===== src/rtl/fsm_out_wrmem_if.sv =====
// Accelerator output stream plus memory write port for the output-to-memory mover.
// The controller takes the master side.
interface fsm_out_wrmem_if #(
  parameter int unsigned DATA_W = 32,
  parameter int unsigned ADDR_W = 10
);
  logic              OUT_send;
  logic [DATA_W-1:0] OUT_data;
  logic              IN_rdy;
  logic              mem_en;
  logic              mem_we;
  logic [ADDR_W-1:0] mem_addr;
  logic [DATA_W-1:0] mem_wdata;

  modport master (
    input  OUT_send, OUT_data,
    output IN_rdy, mem_en, mem_we, mem_addr, mem_wdata
  );

  modport slave (
    output OUT_send, OUT_data,
    input  IN_rdy, mem_en, mem_we, mem_addr, mem_wdata
  );
endinterface


===== src/rtl/fsm_out_wrmem.sv =====
// Moves accelerator output words into consecutive memory addresses in bursts,
// releasing the port selector after each burst and flagging the end of the transfer.
module fsm_out_wrmem #(
  parameter int unsigned DATA_W = 32,
  parameter int unsigned ADDR_W = 10,
  parameter int unsigned CNT_W  = 10
) (
  input  logic              clk,
  input  logic              rst,
  input  logic              start,
  input  logic              selected,
  input  logic [ADDR_W-1:0] base_addr,
  input  logic [CNT_W-1:0]  burst_len,
  input  logic [CNT_W-1:0]  total_len,
  output logic              portEn,
  output logic              free,
  output logic              endrecv,
  fsm_out_wrmem_if.master   bus
);

  typedef enum logic [1:0] {
    IDLE = 2'd0,
    ARM  = 2'd1,
    RECV = 2'd2,
    FREE = 2'd3
  } state_e;

  state_e            state_q, state_d;
  logic [CNT_W-1:0]  burst_cnt_q, burst_cnt_d;
  logic [CNT_W-1:0]  total_cnt_q, total_cnt_d;
  logic [ADDR_W-1:0] ptr_q, ptr_d;
  logic              endrecv_q, endrecv_d;
  logic              mem_we_q, mem_we_d;
  logic [ADDR_W-1:0] mem_addr_q, mem_addr_d;
  logic [DATA_W-1:0] mem_wdata_q, mem_wdata_d;

  logic              in_rdy;
  logic              mem_en;
  logic              handshake;
  logic [CNT_W-1:0]  burst_inc;
  logic [CNT_W-1:0]  total_inc;

  always_comb begin
    state_d     = state_q;
    burst_cnt_d = burst_cnt_q;
    total_cnt_d = total_cnt_q;
    ptr_d       = ptr_q;
    endrecv_d   = endrecv_q;
    mem_we_d    = 1'b0;
    mem_addr_d  = mem_addr_q;
    mem_wdata_d = mem_wdata_q;
    portEn      = 1'b0;
    free        = 1'b0;
    mem_en      = 1'b0;

    in_rdy    = (state_q == RECV);
    handshake = in_rdy && bus.OUT_send;
    burst_inc = burst_cnt_q + CNT_W'(1);
    total_inc = total_cnt_q + CNT_W'(1);

    // The write is registered one cycle behind the handshake, using the pre-increment pointer.
    if (handshake) begin
      burst_cnt_d = burst_inc;
      total_cnt_d = total_inc;
      ptr_d       = ptr_q + ADDR_W'(1);
      mem_we_d    = 1'b1;
      mem_addr_d  = ptr_q;
      mem_wdata_d = bus.OUT_data;
      if (total_inc == total_len) begin
        endrecv_d = 1'b1;
      end
    end

    case (state_q)
      IDLE: begin
        portEn = !selected;
        // Dropping start rearms the transfer; an empty transfer is finished immediately.
        if (!start) begin
          total_cnt_d = '0;
          ptr_d       = base_addr;
          endrecv_d   = (total_len == '0);
        end
        if (!endrecv_q && start && selected) begin
          state_d     = ARM;
          burst_cnt_d = '0;
        end
      end
      ARM: begin
        mem_en = 1'b1;
        if (burst_len == '0) begin
          state_d = FREE;
        end else begin
          state_d = RECV;
        end
      end
      RECV: begin
        mem_en = 1'b1;
        if (handshake && (burst_inc == burst_len || total_inc == total_len)) begin
          state_d = FREE;
        end
      end
      FREE: begin
        mem_en  = 1'b1;
        free    = 1'b1;
        state_d = IDLE;
      end
      default: begin
        state_d = IDLE;
      end
    endcase
  end

  always_ff @(posedge clk or negedge rst) begin
    if (!rst) begin
      state_q     <= IDLE;
      burst_cnt_q <= '0;
      total_cnt_q <= '0;
      ptr_q       <= '0;
      endrecv_q   <= 1'b0;
      mem_we_q    <= 1'b0;
      mem_addr_q  <= '0;
      mem_wdata_q <= '0;
    end else begin
      state_q     <= state_d;
      burst_cnt_q <= burst_cnt_d;
      total_cnt_q <= total_cnt_d;
      ptr_q       <= ptr_d;
      endrecv_q   <= endrecv_d;
      mem_we_q    <= mem_we_d;
      mem_addr_q  <= mem_addr_d;
      mem_wdata_q <= mem_wdata_d;
    end
  end

  assign endrecv       = endrecv_q;
  assign bus.IN_rdy    = in_rdy;
  assign bus.mem_en    = mem_en;
  assign bus.mem_we    = mem_we_q;
  assign bus.mem_addr  = mem_addr_q;
  assign bus.mem_wdata = mem_wdata_q;

endmodule

===== src/flat_wrapper.sv =====
// flat-port wrapper written by rule: the top's interface ports become plain ports
module fsm_out_wrmem_flat 
#(
  parameter int unsigned DATA_W = 32,
  parameter int unsigned ADDR_W = 10,
  parameter int unsigned CNT_W  = 10
)
  (clk, rst, start, selected, base_addr, burst_len, total_len, portEn, free, endrecv, bus_OUT_send, bus_OUT_data, bus_IN_rdy, bus_mem_en, bus_mem_we, bus_mem_addr, bus_mem_wdata);
  fsm_out_wrmem_if #(.DATA_W(DATA_W), .ADDR_W(ADDR_W)) bus_i ();
  input  logic clk;
  input  logic rst;
  input  logic start;
  input  logic selected;
  input  logic [ADDR_W-1:0] base_addr;
  input  logic [CNT_W-1:0] burst_len;
  input  logic [CNT_W-1:0] total_len;
  output logic portEn;
  output logic free;
  output logic endrecv;
  input wire logic [$bits(bus_i.OUT_send)-1:0] bus_OUT_send;
  input wire logic [$bits(bus_i.OUT_data)-1:0] bus_OUT_data;
  output wire logic [$bits(bus_i.IN_rdy)-1:0] bus_IN_rdy;
  output wire logic [$bits(bus_i.mem_en)-1:0] bus_mem_en;
  output wire logic [$bits(bus_i.mem_we)-1:0] bus_mem_we;
  output wire logic [$bits(bus_i.mem_addr)-1:0] bus_mem_addr;
  output wire logic [$bits(bus_i.mem_wdata)-1:0] bus_mem_wdata;
  assign bus_i.OUT_send = bus_OUT_send;
  assign bus_i.OUT_data = bus_OUT_data;
  assign bus_IN_rdy = bus_i.IN_rdy;
  assign bus_mem_en = bus_i.mem_en;
  assign bus_mem_we = bus_i.mem_we;
  assign bus_mem_addr = bus_i.mem_addr;
  assign bus_mem_wdata = bus_i.mem_wdata;
  fsm_out_wrmem #(.DATA_W(DATA_W), .ADDR_W(ADDR_W), .CNT_W(CNT_W)) u_core (.clk(clk), .rst(rst), .start(start), .selected(selected), .base_addr(base_addr), .burst_len(burst_len), .total_len(total_len), .portEn(portEn), .free(free), .endrecv(endrecv), .bus(bus_i));
endmodule

===== config.mk =====
export PLATFORM = sky130hd
export DESIGN_NAME = fsm_out_wrmem_flat
export DESIGN_NICKNAME = d
export VERILOG_FILES = /design/src/rtl/fsm_out_wrmem_if.sv /design/src/rtl/fsm_out_wrmem.sv /design/src/flat_wrapper.sv
export SDC_FILE = /design/constraint.sdc
export NUM_CORES = 1
export LEC_CHECK = 0
export BUFFER_PORTS_ARGS = -buffer_cell sky130_fd_sc_hd__buf_2
export CAP_MARGIN = 20
export CORE_MARGIN = 2
export CORE_UTILIZATION = 50
export DETAILED_ROUTE_END_ITERATION = 16
export HOLD_SLACK_MARGIN = 0.08
export PLACE_DENSITY = 0.78
export SLEW_MARGIN = 20
export SYNTH_ARGS = -nofsm -noshare
export SYNTH_HDL_FRONTEND = slang
export SYNTH_SLANG_ARGS = --single-unit

===== constraint.sdc =====
create_clock -name clk -period 4.3 [get_ports clk]
set_input_delay 0.86 -clock clk [delete_from_list [all_inputs] [get_ports clk]]
set_output_delay 0.86 -clock clk [all_outputs]
set_load 0.005 [all_outputs]

# Yosys cells after proc, flatten, opt, wreduce, memory -nomap -nowiden
# Cells that the tools add are included.
[totals]
romBits = 0
mem_count = 0
regBits = 76
out_inout_bits = 48
mem_bits_rw = 0
word_cells = 51
inputBits = 67
latchBits = 0
[op_classes]
div = 0
reduce_logical = 12
n_bitwise = 0
n_eq_ne = 7
shift = 0
n_lt_le_gt_ge = 0
add_sub_neg = 3
multipliers = 0
muxes = 21
[ops]
columns = ["op", "count"]
rows = [
  ["10-bit 2-to-1 mux", 9],
  ["10-bit by 1-bit adder with 10-bit output (second input constant)", 3],
  ["10-bit == test", 2],
  ["10-bit logical NOT", 2],
  ["1-bit 2-to-1 mux", 9],
  ["2-bit case mux with 4 select lines", 1],
  ["2-bit == test (second input constant)", 2],
  ["1-bit logical AND", 4],
  ["2-bit 2-to-1 mux", 2],
  ["2-bit by 1-bit != test with 1-bit output (second input constant)", 2],
  ["3-bit OR reduction", 1],
  ["2-bit by 1-bit == test with 1-bit output (second input constant)", 1],
  ["1-bit logical NOT", 2],
  ["2-bit logical NOT", 1],
  ["2-bit AND reduction", 1],
  ["1-bit logical OR", 1],
]

# Longest topological paths before layout
[depth]
ltp_word = 6
ltp_mapped = 9
depth_no_buf = 9

# Worst setup path before layout
# Ideal clock, no wire load.
[synth_path]
path_type = "input port to flip-flop"
start = "input port burst_len[8]"
end = "register u_core.state_q[1]"
n_path_buf = 0
required_time_ns = 4.175
setup_ns = 0.125
arrival_ns = 2.474
setup_slack_ns = 1.701
stages = 6
path_cell_list = "xor2_1 -> or4_1 -> o211a_1 -> or4_4 -> and2_4 -> mux2_4"
[synth_between]
elab_chain_len = 5
[synth_lines]
columns = ["element", "line", "rtl"]
rows = [
  ["start, declared", "flat_wrapper.sv:15", "input logic [CNT_W-1:0] burst_len;"],
  ["10-bit == test", "fsm_out_wrmem.sv:98", "if (handshake && (burst_inc == burst_len || total_inc == total_len)) begin"],
  ["1-bit logical OR", "fsm_out_wrmem.sv:98", ""],
  ["1-bit logical AND", "fsm_out_wrmem.sv:98", ""],
  ["2-bit by 1-bit != test with 1-bit output (no source line)", "n/a", ""],
  ["2-bit AND reduction (no source line)", "n/a", ""],
  ["end signal, assigned", "fsm_out_wrmem.sv:124", "state_q <= state_d;"],
  ["end, declared", "fsm_out_wrmem.sv:28", "state_e state_q, state_d;"],
]
# No other way between the ends.
# A chain may end at the register's enable or synchronous reset.

# Worst setup path after layout
[layout_path]
start = "register u_core.total_cnt_q[2]"
end = "register u_core.state_q[1]"
[layout_between]
elab_chain_len = 6
[layout_lines]
columns = ["element", "line", "rtl"]
rows = [
  ["start, declared", "fsm_out_wrmem.sv:30", "logic [CNT_W-1:0] total_cnt_q, total_cnt_d;"],
  ["start signal, assigned", "fsm_out_wrmem.sv:126", "total_cnt_q <= total_cnt_d;"],
  ["10-bit by 1-bit adder with 10-bit output", "fsm_out_wrmem.sv:59", "total_inc = total_cnt_q + CNT_W'(1);"],
  ["10-bit == test", "fsm_out_wrmem.sv:98", ""],
  ["1-bit logical OR", "fsm_out_wrmem.sv:98", ""],
  ["1-bit logical AND", "fsm_out_wrmem.sv:98", ""],
  ["2-bit by 1-bit != test with 1-bit output (no source line)", "n/a", ""],
  ["2-bit AND reduction (no source line)", "n/a", ""],
]
# No other way between the ends.

==> reports/summary.txt <==
Synth Warn # -> 0
final worst slack -> 1.72 ns
area grow syn2layout -> 22.4%
max_slew headroom -> 0.361
Power Density -> 574 mW/mm^2
Worst EP arrival -> 2.80 ns
Mean Syn Cell Area -> 8.74 sq um
core box area -> 0.00761 sq mm
crit path kind -> reg -> reg
Worst Setup SP -> u_core.total_cnt_q[2]
Max-Cap Viols -> 0
cell taking the most area after synthesis -> dfrtp_1
slowest stage delay, CP -> 0.47 ns
filler cell count -> 693
routed length per placed instance -> 13.2 um
first-pass GRT wire length -> 14.4 mm
worst hold path type -> reg -> reg
Slew @ Worst Pin -> 0.959 ns
Area contributors post-synth -> dfrtp_1 (49%), nand2_1 (15%), xnor2_1 (6.8%)
Post-synth top cells -> nand2_1 (157), dfrtp_1 (76), xnor2_1 (30)
hold path depth -> 2
Worst Hold Slack -> 0.475 ns
clock slew at reported path FFs -> 0.08 ns
CP endpoint kind -> flip-flop
FFs w/ async S/R, synth -> 1.00
crit-path max FO -> 8
most frequent cell after synthesis -> nand2_1
Final nets -> 624
initial DRC count -> 149
min-delay src -> u_core.bus.mem_addr[9]
min Tclk post-route -> 2.58 ns
number of flops mapped to enable cells by yosys -> 0
CTS Hold Bufs -> 0
Post-Syn Nets -> 516
port buffer count -> 114
area of the die -> 0.00843 sq mm
CP startpoint kind -> flip-flop
Final setup viols -> 0
pre-CTS setup slack -> 1.51 ns
RR Startpoint -> u_core.total_cnt_q[2]
drt drc -> 0
Register Area -> 0.00190 sq mm
prevailing post-synth register cell -> dfrtp_1
Leak -> 2.37 nW
worst-case clock buffer depth -> 2
grt ovf -> 0
num ports -> 115
DRT antenna net count -> 0
CP dominant cell by count -> or3_1
cells on worst reg2reg path -> 7
RSZ-0062 raised after global routing -> false
Seq cells post-synth -> 76
share of layout cells above drive strength 1 -> 0.256
top-area cell type share of the netlist area -> 0.494
CTS buffer count -> 9
vias per cell -> 5.02
total chip power -> 2.71 mW
total track usage -> 0.210
Cell Chain, Critical Path -> nand3_1 > or3_1 > or3_1 > a21oi_1 > a41oi_1 > and2_4 > mux2_4
CTS tree -> built
max frequency -> 388 MHz
RePlAce Congestion -> 0.918
ANT cells -> 0
via count -> 3290
worst skew pair latency -> 0.34 ns
drt first pass iters -> 4
run status -> finished, final reports clean
post-CTS sizing -> 0
largest net degree at the start of global routing -> 77
Die Span X -> 91.8 um
TNS Setup -> 0 ns
Levels on crit path -> 7
Post-CTS Setup Bufs -> 0
root buf cell -> clkbuf_8
Worst Skew -> 0.00617 ns
Mapped Area -> 0.00385 sq mm
Distinct cells, synth -> 43
register area share after synthesis -> 0.494
Synth Instances -> 441
Sink Count -> 76
cell family with most CP delay -> simple AND/OR/NAND/NOR gates
Post-Route WL -> 8.65 mm
Final Slew Violations -> 0
Non-Filler Instances -> 656
antenna violations before repair -> 0
Slowest-stage cell, CP -> or3_1
number of global-route vias before repair -> 3278
standard-cell rows -> 32
Fin. Hold Viols -> 0
CP Buf/Inv Count -> 0
placed insts -> 640
area of the multi-input gates -> 0.00186 sq mm
H-tree level count -> 3
CP Data Required Time -> 4.53 ns
initial core utilization -> 0.507
peak supply drop -> 0.287 mV
Chip Height -> 91.8 um
Final period util -> 0.599
DP HPWL -> 6.06 mm
==> layout make-up <==
class	instances	area share
clock buffers	10	0.0271
clock inverters	6	0.0188
inverters	6	0.00478
multi-input cells	340	0.394
flip-flops and latches	76	0.403
well taps	102	0.0271
repair buffers	116	0.125
==> flip-flops by register name (all words and copies together) (netlist names) <==
signal / flops
u_core.bus.mem_wdata: 32
u_core.burst_cnt_q: 10
u_core.bus.mem_addr: 10
u_core.ptr_q: 10
u_core.total_cnt_q: 10
u_core.state_q: 2
u_core.bus.mem_we: 1
u_core.endrecv: 1
==> final timing paths <==
kind / endpoint / slack, ns
worst max register to register: u_core.state_q[1] / 1.72
worst max-delay path: u_core.state_q[1] / 1.72
max in group asynchronous: u_core.bus.mem_wdata[27] / 3.01
min in group asynchronous: u_core.bus.mem_wdata[12] / 0.64
worst min register to register: u_core.bus.mem_addr[9] / 0.47
worst min-delay path: u_core.bus.mem_addr[9] / 0.47
==> through the flow <==
step / area, sq um / util
floorplan: 3850 / -
global placement: 4490 / 0.591
detailed placement: 4490 / 0.591
CTS: 4710 / 0.619
global route: 4720 / 0.620
finish: 4720 / 0.620
==> placed cells by master, fill, tap and decap left out, types with 2 or more instances in the layout <==
master and n:
and4_1 2, nor3_1 7, a21oi_1 10, or3_1 6, nand2_1 156, a21o_1 2, nor2_1 28, clkinvlp_4 2
clkbuf_8 9, inv_1 5, xor2_1 17, a31oi_1 2, buf_2 113, nand4b_1 2, buf_4 3, ha_1 8
nand4_1 11, o21ai_0 19, nand2b_1 2, dfrtp_1 76, bufinv_16 2, xnor2_1 30, nand3_1 10, nor3b_1 2
nor4_1 4
==> layer usage <==
layer,vias up,global-route usage,routed length [um]
met5,-,0,0
li1,1661,-,-
met2,89,0.354,4060
met1,1527,0.269,3990
met4,0,0.0883,144
met3,13,0.0345,456
==> cells by family after synthesis <==
logic type | share of synthesized area
and+or+nand+nor | 0.282
DFF | 0.494
xor gates and xnor gates | 0.107
AOI/OAI and AO/OA | 0.0588
buffers and inverters | 0.0266
adders and majority gates | 0.0260
muxes | 0.00649
==> power breakdown <==
group | switching (mW) | internal, mW | leakage (nW)
sequential | 0.194 | 0.983 | 0.975
combinational | 0.511 | 0.428 | 1.29
clock | 0.265 | 0.327 | 0.102
==> worst register-to-register path, cell delays in order (launching register included) <==
cell and delay, ns:
dfrtp_1 0.45, nand3_1 0.25, or3_1 0.47, or3_1 0.38, a21oi_1 0.23, a41oi_1 0.18, and2_4 0.21, mux2_4 0.29
Note: power is estimated with default switching activity, not from simulation.
